### src/rtl/mem_bus_arbiter_if.sv
// Bus bundle between the cpu core ports, the main memory and mem_bus_arbiter.
//   fetch port : if_req, if_addr -> if_gnt, if_rvalid, if_rdata
//   data port  : d_req, d_we, d_addr, d_wdata -> d_gnt, d_rvalid, d_rdata
//   memory     : mem_addr, mem_en, mem_we, mem_wdata -> mem_data
// Modport slave is the arbiter's view; modport master is the core/memory view.
interface mem_bus_arbiter_if #(
  parameter int unsigned ADDR_W = 28
);
  logic              if_req;
  logic [ADDR_W-1:0] if_addr;
  logic              if_gnt;
  logic              if_rvalid;
  logic [31:0]       if_rdata;

  logic              d_req;
  logic              d_we;
  logic [ADDR_W-1:0] d_addr;
  logic [31:0]       d_wdata;
  logic              d_gnt;
  logic              d_rvalid;
  logic [31:0]       d_rdata;

  logic [31:0]       mem_addr;
  logic              mem_en;
  logic              mem_we;
  logic [31:0]       mem_wdata;
  logic [31:0]       mem_data;

  modport slave (
    input  if_req, if_addr, d_req, d_we, d_addr, d_wdata, mem_data,
    output if_gnt, if_rvalid, if_rdata, d_gnt, d_rvalid, d_rdata,
           mem_addr, mem_en, mem_we, mem_wdata
  );

  modport master (
    output if_req, if_addr, d_req, d_we, d_addr, d_wdata, mem_data,
    input  if_gnt, if_rvalid, if_rdata, d_gnt, d_rvalid, d_rdata,
           mem_addr, mem_en, mem_we, mem_wdata
  );
endinterface

### src/rtl/mem_bus_arbiter.sv
// Shares the single-ported main memory between the cpu fetch and data ports.
// One access in flight: accept in IDLE, drive memory for MEM_LATENCY cycles in
// WAIT, return data with a one-cycle rvalid in RESP. All outputs registered.
// Ports:
//   clk  - system clock
//   rst  - asynchronous active-low reset
//   bus  - mem_bus_arbiter_if.slave (requester handshakes + memory bus)
//   busy - high whenever the FSM is not in IDLE
// Optional macro ARB_ROUND_ROBIN_EN: on a tie, grant the port that did not win
// last time (last-grant resets to fetch). Undefined: data beats fetch.
module mem_bus_arbiter #(
  parameter int unsigned ADDR_W      = 28,
  parameter int unsigned MEM_LATENCY = 2
) (
  input  logic                   clk,
  input  logic                   rst,
  mem_bus_arbiter_if.slave       bus,
  output logic                   busy
);

  localparam int unsigned CNT_W = 4;
  localparam logic [CNT_W-1:0] LAT = CNT_W'(MEM_LATENCY);

  typedef enum logic [1:0] {
    IDLE = 2'd0,
    WAIT = 2'd1,
    RESP = 2'd2
  } state_t;

  state_t            state_q, state_d;
  logic [CNT_W-1:0]  cnt_q, cnt_d;
  logic              owner_q, owner_d;   // 1 = data port owns the access
  logic              we_q, we_d;
  logic [ADDR_W-1:0] addr_q, addr_d;
  logic [31:0]       wdata_q, wdata_d;
  logic [31:0]       if_rdata_q, if_rdata_d;
  logic [31:0]       d_rdata_q, d_rdata_d;
  logic              if_gnt_q, if_gnt_d;
  logic              d_gnt_q, d_gnt_d;
  logic              if_rvalid_q, if_rvalid_d;
  logic              d_rvalid_q, d_rvalid_d;
  logic              mem_en_q, mem_en_d;
  logic              mem_we_q, mem_we_d;
  logic              busy_q, busy_d;
  logic              pick;               // winner of the current arbitration
  logic              accept;
`ifdef ARB_ROUND_ROBIN_EN
  logic              last_q, last_d;     // 1 = data won the previous grant
`endif

  // State and registered outputs
  always_ff @(posedge clk or negedge rst) begin
    if (!rst) begin
      state_q     <= IDLE;
      cnt_q       <= '0;
      owner_q     <= 1'b0;
      we_q        <= 1'b0;
      addr_q      <= '0;
      wdata_q     <= '0;
      if_rdata_q  <= '0;
      d_rdata_q   <= '0;
      if_gnt_q    <= 1'b0;
      d_gnt_q     <= 1'b0;
      if_rvalid_q <= 1'b0;
      d_rvalid_q  <= 1'b0;
      mem_en_q    <= 1'b0;
      mem_we_q    <= 1'b0;
      busy_q      <= 1'b0;
`ifdef ARB_ROUND_ROBIN_EN
      last_q      <= 1'b0;
`endif
    end else begin
      state_q     <= state_d;
      cnt_q       <= cnt_d;
      owner_q     <= owner_d;
      we_q        <= we_d;
      addr_q      <= addr_d;
      wdata_q     <= wdata_d;
      if_rdata_q  <= if_rdata_d;
      d_rdata_q   <= d_rdata_d;
      if_gnt_q    <= if_gnt_d;
      d_gnt_q     <= d_gnt_d;
      if_rvalid_q <= if_rvalid_d;
      d_rvalid_q  <= d_rvalid_d;
      mem_en_q    <= mem_en_d;
      mem_we_q    <= mem_we_d;
      busy_q      <= busy_d;
`ifdef ARB_ROUND_ROBIN_EN
      last_q      <= last_d;
`endif
    end
  end

  // Arbitration between the two requesters
  always_comb begin
    pick = bus.d_req;
`ifdef ARB_ROUND_ROBIN_EN
    if (bus.d_req && bus.if_req) begin
      pick = ~last_q;
    end
`endif
  end

  // Next state and next values of the registered outputs
  always_comb begin
    state_d    = state_q;
    cnt_d      = cnt_q;
    owner_d    = owner_q;
    we_d       = we_q;
    addr_d     = addr_q;
    wdata_d    = wdata_q;
    if_rdata_d = if_rdata_q;
    d_rdata_d  = d_rdata_q;
`ifdef ARB_ROUND_ROBIN_EN
    last_d     = last_q;
`endif

    case (state_q)
      IDLE: begin
        if (bus.if_req || bus.d_req) begin
          state_d = WAIT;
          cnt_d   = CNT_W'(1);
          owner_d = pick;
          we_d    = pick & bus.d_we;
          addr_d  = pick ? bus.d_addr : bus.if_addr;
          wdata_d = pick ? bus.d_wdata : 32'd0;
`ifdef ARB_ROUND_ROBIN_EN
          last_d  = pick;
`endif
        end
      end
      WAIT: begin
        if (cnt_q == LAT) begin
          state_d = RESP;
          cnt_d   = '0;
          if (owner_q) begin
            d_rdata_d = we_q ? 32'd0 : bus.mem_data;
          end else begin
            if_rdata_d = bus.mem_data;
          end
        end else begin
          cnt_d = cnt_q + CNT_W'(1);
        end
      end
      RESP: begin
        state_d = IDLE;
      end
      default: begin
        state_d = IDLE;
      end
    endcase

    // Outputs describe the state being entered, so they flop alongside it
    accept      = (state_q == IDLE) && (state_d == WAIT);
    if_gnt_d    = accept & ~owner_d;
    d_gnt_d     = accept & owner_d;
    if_rvalid_d = (state_d == RESP) & ~owner_d;
    d_rvalid_d  = (state_d == RESP) & owner_d;
    mem_en_d    = (state_d == WAIT);
    mem_we_d    = (state_d == WAIT) & we_d;
    busy_d      = (state_d != IDLE);
  end

  assign bus.if_gnt    = if_gnt_q;
  assign bus.if_rvalid = if_rvalid_q;
  assign bus.if_rdata  = if_rdata_q;
  assign bus.d_gnt     = d_gnt_q;
  assign bus.d_rvalid  = d_rvalid_q;
  assign bus.d_rdata   = d_rdata_q;
  assign bus.mem_addr  = 32'(addr_q);
  assign bus.mem_en    = mem_en_q;
  assign bus.mem_we    = mem_we_q;
  assign bus.mem_wdata = wdata_q;
  assign busy          = busy_q;

endmodule

### src/flat_wrapper.sv
// flat-port wrapper written by rule: the top's interface ports become plain ports
module mem_bus_arbiter_flat 
#(
  parameter int unsigned ADDR_W      = 28,
  parameter int unsigned MEM_LATENCY = 2
)
  (clk, rst, busy, bus_if_req, bus_if_addr, bus_d_req, bus_d_we, bus_d_addr, bus_d_wdata, bus_mem_data, bus_if_gnt, bus_if_rvalid, bus_if_rdata, bus_d_gnt, bus_d_rvalid, bus_d_rdata, bus_mem_addr, bus_mem_en, bus_mem_we, bus_mem_wdata);
  mem_bus_arbiter_if #(.ADDR_W(ADDR_W)) bus_i ();
  input  logic clk;
  input  logic rst;
  output logic busy;
  input wire logic [$bits(bus_i.if_req)-1:0] bus_if_req;
  input wire logic [$bits(bus_i.if_addr)-1:0] bus_if_addr;
  input wire logic [$bits(bus_i.d_req)-1:0] bus_d_req;
  input wire logic [$bits(bus_i.d_we)-1:0] bus_d_we;
  input wire logic [$bits(bus_i.d_addr)-1:0] bus_d_addr;
  input wire logic [$bits(bus_i.d_wdata)-1:0] bus_d_wdata;
  input wire logic [$bits(bus_i.mem_data)-1:0] bus_mem_data;
  output wire logic [$bits(bus_i.if_gnt)-1:0] bus_if_gnt;
  output wire logic [$bits(bus_i.if_rvalid)-1:0] bus_if_rvalid;
  output wire logic [$bits(bus_i.if_rdata)-1:0] bus_if_rdata;
  output wire logic [$bits(bus_i.d_gnt)-1:0] bus_d_gnt;
  output wire logic [$bits(bus_i.d_rvalid)-1:0] bus_d_rvalid;
  output wire logic [$bits(bus_i.d_rdata)-1:0] bus_d_rdata;
  output wire logic [$bits(bus_i.mem_addr)-1:0] bus_mem_addr;
  output wire logic [$bits(bus_i.mem_en)-1:0] bus_mem_en;
  output wire logic [$bits(bus_i.mem_we)-1:0] bus_mem_we;
  output wire logic [$bits(bus_i.mem_wdata)-1:0] bus_mem_wdata;
  assign bus_i.if_req = bus_if_req;
  assign bus_i.if_addr = bus_if_addr;
  assign bus_i.d_req = bus_d_req;
  assign bus_i.d_we = bus_d_we;
  assign bus_i.d_addr = bus_d_addr;
  assign bus_i.d_wdata = bus_d_wdata;
  assign bus_i.mem_data = bus_mem_data;
  assign bus_if_gnt = bus_i.if_gnt;
  assign bus_if_rvalid = bus_i.if_rvalid;
  assign bus_if_rdata = bus_i.if_rdata;
  assign bus_d_gnt = bus_i.d_gnt;
  assign bus_d_rvalid = bus_i.d_rvalid;
  assign bus_d_rdata = bus_i.d_rdata;
  assign bus_mem_addr = bus_i.mem_addr;
  assign bus_mem_en = bus_i.mem_en;
  assign bus_mem_we = bus_i.mem_we;
  assign bus_mem_wdata = bus_i.mem_wdata;
  mem_bus_arbiter #(.ADDR_W(ADDR_W), .MEM_LATENCY(MEM_LATENCY)) u_core (.clk(clk), .rst(rst), .bus(bus_i), .busy(busy));
endmodule
### config.mk
export PLATFORM = sky130hd
export DESIGN_NAME = mem_bus_arbiter_flat
export DESIGN_NICKNAME = d
export VERILOG_FILES = /design/src/rtl/mem_bus_arbiter_if.sv /design/src/rtl/mem_bus_arbiter.sv /design/src/flat_wrapper.sv
export SDC_FILE = /design/constraint.sdc
export NUM_CORES = 1
export LEC_CHECK = 0
export CAP_MARGIN = 5
export CELL_PAD_IN_SITES_DETAIL_PLACEMENT = 0
export CELL_PAD_IN_SITES_GLOBAL_PLACEMENT = 1
export CORE_UTILIZATION = 32
export CTS_CLUSTER_DIAMETER = 200
export CTS_CLUSTER_SIZE = 16
export DETAILED_ROUTE_END_ITERATION = 10
export GPL_ROUTABILITY_DRIVEN = 1
export PLACE_DENSITY = 0.81
export SLEW_MARGIN = 20
export SYNTH_ARGS = -nofsm -noshare
export SYNTH_HDL_FRONTEND = slang
export SYNTH_SLANG_ARGS = --single-unit
### constraint.sdc
create_clock -name clk -period 3 [get_ports clk]
set_input_delay 0.9 -clock clk [delete_from_list [all_inputs] [get_ports clk]]
set_output_delay 0.9 -clock clk [all_outputs]
set_load 0.05 [all_outputs]
# After elaboration in Yosys (flattened, before gate mapping)
# Index checks and enable logic that the tools add are counted.
[totals]
regBits = 139
inputBits = 125
out_inout_bits = 135
wordCells = 51
[classes]
addsub = 1
n_eq_ne = 5
muxes = 13
bitwise = 8
reduce_logical = 9
[op_table]
columns = ["op", "count"]
rows = [
  ["2-to-1 mux 32 bit", 2],
  ["2-to-1 mux 28 bit", 1],
  ["2-to-1 mux 4 bit", 2],
  ["case mux 4 bit (2 select lines)", 1],
  ["AND 1 bit", 6],
  ["AND reduction 3 bit", 2],
  ["adder 4 x 1 -> 4 bit (second input constant)", 1],
  ["equality test 2 x 1 -> 1 bit (second input constant)", 2],
  ["equality test 4 x 2 -> 1 bit (second input constant)", 1],
  ["2-to-1 mux 1 bit", 4],
  ["2-to-1 mux 2 bit", 2],
  ["case mux 2 bit (2 select lines)", 1],
  ["AND reduction 2 bit", 2],
  ["nonzero test 2 bit", 2],
  ["equality test 2 bit (second input constant)", 1],
  ["zero test 2 bit", 1],
  ["inequality test 2 x 1 -> 1 bit (second input constant)", 1],
  ["inverter 1 bit", 2],
  ["logical AND 1 bit", 1],
  ["logical OR 1 bit", 1],
]

# Logic depth before layout (Yosys ltp)
# Gate-level depths: netlist of run 1.
[depth]
depth_word = 6
depth_mapped = 8
mapped_depth_nobuf = 5

# Worst setup path before layout of run 1
# OpenSTA, ideal clock, no wires.
[synth_path]
kind = "register to register"
from = "register u_core.cnt_q[0]"
to = "register u_core.d_rdata_q[10], in the netlist u_core.bus.d_rdata[10]"
setup_ns = 0.125
arrival_ns = 2.051
t_required_ns = 2.875
setup_slack_ns = 0.824
path_stages_with_launch = 9
path_buffers = 3
synth_period_minus_slack_ns = 2.176
cell_sequence = "dfrtp_1 inv_1 ha_1 or3b_1 buf_6 or4_4 buf_6 buf_12 mux2_4"
[synth_between]
elab_chain_len = 2
[synth_rtl]
columns = ["element", "line", "source"]
rows = [
  ["from (decl)", "mem_bus_arbiter.sv:31", "logic [CNT_W-1:0] cnt_q, cnt_d;"],
  ["from (signal assigned)", "mem_bus_arbiter.sv:74", "cnt_q <= cnt_d;"],
  ["equality test 4 x 2 -> 1 bit", "mem_bus_arbiter.sv:133", "if (cnt_q == LAT) begin"],
  ["AND reduction 3 bit (no line)", "-", ""],
  ["to (signal assigned)", "mem_bus_arbiter.sv:80", "d_rdata_q <= d_rdata_d;"],
  ["to (decl)", "mem_bus_arbiter.sv:37", "logic [31:0] d_rdata_q, d_rdata_d;"],
]
# Every way passes these cells.
# A chain may end at the register's enable or synchronous reset.

# Worst setup path in the final report of run 1
[layout_path]
from = "register u_core.wdata_q[17], in the netlist u_core.bus.mem_wdata[17]"
to = "output bus_mem_wdata[17]"
[layout_rtl]
columns = ["element", "line", "source"]
rows = [
  ["from (decl)", "mem_bus_arbiter.sv:35", "logic [31:0] wdata_q, wdata_d;"],
  ["from (signal assigned)", "mem_bus_arbiter.sv:78", "wdata_q <= wdata_d;"],
  ["to (decl)", "flat_wrapper.sv:28", "output wire logic [$bits(bus_i.mem_wdata)-1:0] bus_mem_wdata;"],
]
# No word-level cell between the ends.

==> results.md, run 1 <==
* CTS tree: done
* Die ar. at 0.0188 mm2
* First-pass GRT wire length at 23.3 mm
* Worst Hold Class: input pin to async pin
* Worst r2r src: u_core.cnt_q[0]
* Status: finished, final reports clean
* # rows at 49
* DRC at 0
* Routability Congestion at 0.736
* Finished Cell Area at 0.00920 mm2
* Setup TNS at 0 ps
* Vias in the first global route at 4473
* Post-CTS setup buffer count at 0
* DIE WIDTH at 137 um
* Vias at 4312
* Sequential Power Share at 27.5%
* Sw frac at 45.7%
* Power Density at 1340 mW/mm2
* Synth Warn # at 0
* WP buf/inv at 1
* Vias per cell at 4.69
* DPL Wire Length at 10.5 mm
* R2R depth at 5
* Worst reg2reg endpoint: u_core.bus.d_rdata[19]
* Pint at 0.00669 W
* Clk Latency, worst-skew pair at 420 ps
* R2r setup slk at 590 ps
* CTS H-tree depth at 4
* Initial Utilization at 32.7%
* Crit end category: output port
* Combinational share of power at 54.6%
* Crit Path Class: register to output port
* Clk pwr share at 17.9%
* P_sw at 0.00562 W
* # IOs at 260
* Startpoint types: register
* Post-Route WL at 14.7 mm
* Port Buf Inserts at 255
* Hold slack at 406 ps
* Worst-path fanout max at 2
* Fin worst setup slack at 486 ps
* Hold Buf Count CTS at 0
* CP required at 2100 ps
* GRT Residual Overflow at 0
* Post-synthesis mux area share at 19.0%
* Xor and xnor fraction of the mapped netlist area at 0%
* Core Util, Final at 51.4%
* Final setup viols at 0
* Cell variety after synth at 35
* Main combinational cell family by area after synthesis: multiplexers
* Placed cell area at 0.00857 mm2
* Top FF cell, synth: dfrtp_1
* Core Area at 0.0179 mm2
* DRT Pass-1 Iters at 4
* Layout cells sized above 1 at 15.7%
* Worst VDD drop at 0.000737 V
* Max clock buf depth at 2
* Clk_skew at 8.99 ps
* Post-Syn Area per Cell at 13.7 um2
* Worst slack, placed at 597 ps
* Share of flip-flops with an asynchronous set or reset at 100%
* Worst path slowest cell: clkdlybuf4s50_1
* Max-slew violation count at 0
* Mapped Area at 0.00585 mm2
* Pleak at 4.06 nW
* Compound-cell area share of the yosys netlist at 10.9%
* Nets@finish at 804
* Clk slew on worst S/H paths at 60 ps
* Synthesis-stage register bit count at 139
* Fillcell total at 1553
* RSZ-0062 raised after global routing: false
* Initial antenna violation count at 0
* Number of diodes at 0
* Largest net degree at the start of global routing at 66
* Crit share post-route at 83.8%
* Area grow syn2layout at 57.3%
* Max Cap Viol at 0
* Fin. Hold Viols at 0
* Fmax at 0.398 GHz
* GRT Resource Usage Total at 16.3%
* Synth Area in Adders at 0.428%
* Min cycle time layout at 2510 ps
* Total CTS buffers at 17
* Post-synth EDFFs at 0
* Cell family with most CP delay: buffers and inverters
* Post-Syn Instances at 427
* Initial DRC count at 174
* WL/cell at 16.0 um
* Ordered cell list for the critical path: clkdlybuf4s50_1
* Post-synthesis sequential area ratio at 59.5%
* Critical Path Max Stage Delay at 840 ps
* Simple-Gate Fraction of Synth Area at 6.12%
* Post-CTS sizing at 0
* Detail Route Antenna Nets at 0
* Die height at 137 um
* Crit path DAT at 1610 ps
* Worst slew margin at 57.7%
* Least-Margin Pin Slew at 634 ps
* Root buf cell: clkbuf_16
* Clock Sinks at 139
logic make-up after synthesis:
kind of cell	Yosys count
DFF	139
muxes	92
AOI/OAI and AO/OA	100
buffers and inverters	39
and+or+nand+nor	54
adders and majority gates	2
other	1
through the flow:
step | total power, W | std cells
6_report | 0.0123 | 919
5_1_grt | 0.0129 | 919
4_1_cts | 0.0124 | 919
3_5_place_dp | 0.0102 | 887
3_3_place_gp | 0.0101 | 887
2_1_floorplan | 0.00781 | 430
metal layers:
metal / global-route usage (%) / part of all wire [%]
met5: 0 / 0
met3: 5.96 / 7.4
met4: 5.37 / 0.89
met2: 26.6 / 49
met1: 19.9 / 42
synth_stat cells, types with 4 or more instances:
master      n  share of area (%)
buf_4       4               0.51
dfrtp_1   139                 60
inv_1       4               0.26
mux2_4     29                7.4
a22o_1     32                4.8
nor2b_1    13                1.4
nand2_1     6               0.39
and2b_1    20                2.6
mux2_1      4               0.77
o21ai_0    60                5.1
mux2_2     31                6.0
nor2_1      4               0.26
mux2i_1    28                4.8
clkbuf_1   21                1.3
power by group through the flow:
stage	clock, W	combinational [W]	sequential (W)
5_1_grt	0.00235	0.00704	0.00352
3_5_place_dp	0	0.00676	0.00341
2_1_floorplan	0	0.00157	0.00624
6_report	0.00220	0.00672	0.00339
3_3_place_gp	0	0.00667	0.00338
4_1_cts	0.00226	0.00678	0.00340
cell usage in the layout (no fill, tap or decap), types with 2 or more instances in the layout:
cell	count
a22o_1	32
a31oi_1	2
and2b_1	20
buf_12	2
buf_4	6
bufinv_16	4
clkbuf_16	17
clkdlybuf4s50_1	253
clkinv_2	2
clkinvlp_4	5
conb_1	4
dfrtp_1	138
ha_1	2
inv_1	4
inv_6	3
mux2_1	4
mux2_2	31
mux2_4	29
mux2i_1	28
nand2_1	6
nand3_1	2
nor2_1	4
nor2b_1	13
nor3_1	2
o21ai_0	60
or2_2	2
layout make-up:
cell class	instances	area [um2]	share of cell area (%)
Sequential cell	139	3480	37.8
Timing Repair Buffer	263	2630	28.6
Multi-Input combinational cell	252	2160	23.5
Clock buffer	18	429	4.67
Tap cell	229	287	3.12
Clock inverter	14	194	2.11
Inverter	4	15.0	0.163
state kept, by name, summed over array words and instances, names as in the netlist:
signal and count:
u_core.busy 1, u_core.bus.mem_we 1, u_core.bus.d_rvalid 1, u_core.bus.d_rdata 32, u_core.we_q 1, u_core.bus.if_gnt 1
u_core.state_q 2, u_core.bus.mem_wdata 32, u_core.addr_q 28, u_core.owner_q 1, u_core.bus.if_rvalid 1, u_core.bus.d_gnt 1
u_core.bus.mem_en 1, u_core.cnt_q 4, u_core.bus.if_rdata 32
worst max path at each step:
stage | start | depth (start not counted) | endpoint | slack, ps
after floorplan | u_core.cnt_q[0] | 8 | u_core.bus.d_rdata[10] | 820
final | u_core.bus.mem_wdata[17] | 1 | bus_mem_wdata[17] | 490
after global routing | u_core.addr_q[3] | 1 | bus_mem_addr[3] | 420
after detailed placement | u_core.cnt_q[0] | 5 | u_core.bus.d_rdata[25] | 600
after CTS | u_core.bus.if_rdata[16] | 1 | bus_if_rdata[16] | 460
after global placement | u_core.cnt_q[0] | 5 | u_core.bus.d_rdata[22] | 660
(Power assumes the default switching activity.)
==> run 2: changes to the inputs <==
--- a/config.mk
+++ b/config.mk
@@ -8,12 +8,12 @@
 export CAP_MARGIN = 5
 export CELL_PAD_IN_SITES_DETAIL_PLACEMENT = 0
 export CELL_PAD_IN_SITES_GLOBAL_PLACEMENT = 1
-export CORE_UTILIZATION = 32
+export CORE_UTILIZATION = 29
 export CTS_CLUSTER_DIAMETER = 200
 export CTS_CLUSTER_SIZE = 16
 export DETAILED_ROUTE_END_ITERATION = 10
 export GPL_ROUTABILITY_DRIVEN = 1
-export PLACE_DENSITY = 0.81
+export PLACE_DENSITY = 0.78
 export SLEW_MARGIN = 20
 export SYNTH_ARGS = -nofsm -noshare
 export SYNTH_HDL_FRONTEND = slang
==> constraint.sdc (replaced) <==
create_clock -name clk -period 2.2 [get_ports clk]
set_input_delay 0.66 -clock clk [delete_from_list [all_inputs] [get_ports clk]]
set_output_delay 0.66 -clock clk [all_outputs]
set_load 0.05 [all_outputs]
==> run 2 against run 1 <==
  * Clock skew is 3.6 ps higher
  * Clock power is 24% higher
  * Final cell count is 4.8% higher
  * Sequential power is 33% higher
  * Final area is 0.97% lower
  * Power is 28% higher
  * Sequential share of layout area is 0.36 points higher
  * Combinational power is 27% higher
  * Critical path depth is 7 higher
  * Non-clock buffer count is 8 higher
  * Critical path type is now register to register
  * Critical endpoint is now u_core.bus.if_rdata[26]
  * Largest cell class unchanged
==> results.md, run 2 (synthesis gave the netlist of run 1 again) <==
* Status: finished, final reports clean
* Final setup viols at 0
* Core Util, Final at 46.5%
* Port Buf Inserts at 255
* Startpoint types: register
* First-pass GRT wire length at 23.7 mm
* CTS tree: done
* Core Area at 0.0196 mm2
* Most frequent cells in the layout: dfrtp_1, clkdlybuf4s50_1, dlygate4sd2_1
* CP required at 2500 ps
* Largest net degree at the start of global routing at 65
* DRC at 0
* Max clock buf depth at 2
* Initial Utilization at 29.8%
* Clk slew on worst S/H paths at 60 ps
* Worst reg2reg endpoint: u_core.bus.if_rdata[26]
* Sequential Power Share at 28.5%
* Initial antenna violation count at 0
* Pint at 0.00810 W
* Min cycle time layout at 2100 ps
* Worst r2r src: u_core.cnt_q[0]
* Layout cells sized above 1 at 19.5%
* Combinational share of power at 54.2%
* Routability Congestion at 0.753
* Setup TNS at 0 ps
* GRT Residual Overflow at 0
* Sw frac at 48.7%
* Number of diodes at 0
* Vias per cell at 4.53
* RSZ-0062 raised after global routing: false
* Crit share post-route at 95.3%
* CTS H-tree depth at 4
* Die height at 144 um
* # rows at 51
* Clk_skew at 12.6 ps
* Crit end category: register
* Clk pwr share at 17.3%
* DRT Pass-1 Iters at 4
* WL/cell at 15.8 um
* DPL Wire Length at 10.7 mm
* Worst-path fanout max at 16
* Worst Hold Class: input pin to async pin
* Most common cell after layout, fill and taps aside: dfrtp_1
* CP Launch Point: u_core.cnt_q[0]
* Fin. Hold Viols at 0
* # IOs at 260
* Root buf cell: clkbuf_16
* Crit path DAT at 2390 ps
* Hold Buf Count CTS at 0
* Vias in the first global route at 4459
* Area grow syn2layout at 55.8%
* Detail Route Antenna Nets at 0
* DIE WIDTH at 144 um
* GRT Resource Usage Total at 15.0%
* P_sw at 0.00768 W
* Clock Sinks at 139
* Finished Cell Area at 0.00911 mm2
* Clk Latency, worst-skew pair at 420 ps
* Vias at 4359
* Post-Route WL at 15.3 mm
* R2R depth at 8
* Max Cap Viol at 0
* Nets@finish at 812
* Least-Margin Pin Slew at 525 ps
* R2r setup slk at 100 ps
* Total CTS buffers at 17
* Die ar. at 0.0207 mm2
* Worst slew margin at 65.1%
* Fmax at 0.477 GHz
* Initial DRC count at 91
* Worst VDD drop at 0.000771 V
* Max-slew violation count at 0
* Power Density at 1730 mW/mm2
* Pleak at 4.39 nW
* Placed cell area at 0.00865 mm2
* Crit Path Class: register to register
-- run 2: cell types whose count changed in the layout (fill, tap and decap cells not counted), sizes merged --
| cell | before | now |
|---|---|---|
| buf | 10 | 36 |
| bufinv | 4 | 1 |
| clkbuf | 18 | 20 |
| clkdlybuf4s50 | 253 | 122 |
| clkinv | 2 | 4 |
| dlygate4sd2 | 0 | 112 |
-- run 2: worst max-delay path, stage by stage (launching register included) --
cell       delay (ps)
dfrtp_1           410
inv_2              70
ha_1              140
or3b_1            360
buf_4             170
nor4_4            110
buf_4             180
clkbuf_16         190
mux2_2            340
-- run 2: how the worst max path moves through the flow --
| stage | cells past startpoint | slack [ps] | to |
|---|---|---|---|
| floorplan | 8 | 20 | u_core.bus.d_rdata[10] |
| global placement | 6 | 150 | u_core.bus.d_rdata[15] |
| detailed placement | 7 | 100 | u_core.bus.if_rdata[16] |
| CTS | 7 | 80 | u_core.bus.if_rdata[19] |
| global route | 8 | 20 | u_core.bus.if_rdata[29] |
| finish | 8 | 100 | u_core.bus.if_rdata[26] |
-- run 2: power groups by stage --
stage               combinational (W)  sequential [W]  clock (W)
detailed placement            0.00932         0.00456          0
global route                  0.00901         0.00467    0.00292
CTS                           0.00863         0.00451    0.00280
global placement              0.00919         0.00455          0
floorplan                     0.00214         0.00852          0
finish                        0.00856         0.00450    0.00273
-- run 2: cell type report --
type	count	area (um2)
multi-input cells	252	2160
inverters	4	15.0
well taps	265	332
repair buffers	271	2560
clock buffers	19	443
fillers	1818	10500
clock inverters	13	118
flip-flops and latches	139	3480
-- run 2: per-stage QoR --
stage	std cells	total power (W)	hold WS, ps	setup WS (ps)
final	963	0.0158	164	104
after global routing	963	0.0166	171	17.9
after CTS	961	0.0159	164	83.4
after detailed placement	929	0.0139	488	95.1
after global placement	929	0.0137	471	146
after floorplan	430	0.0107	364	23.6
-- run 2: repair_timing --
item                       4_1_cts  5_1_grt
cloned                           0        1
resized for setup              112        1
setup endpoints to repair      112       10
buffers inserted                 0        1
-- run 2: metal layers --
| layer | GRT usage (%) | routed length (um) |
|---|---|---|
| met4 | 4.54 | 147 |
| met5 | 0 | 0 |
| met3 | 5.40 | 1250 |
| met2 | 23.7 | 7180 |
| met1 | 19.1 | 6680 |
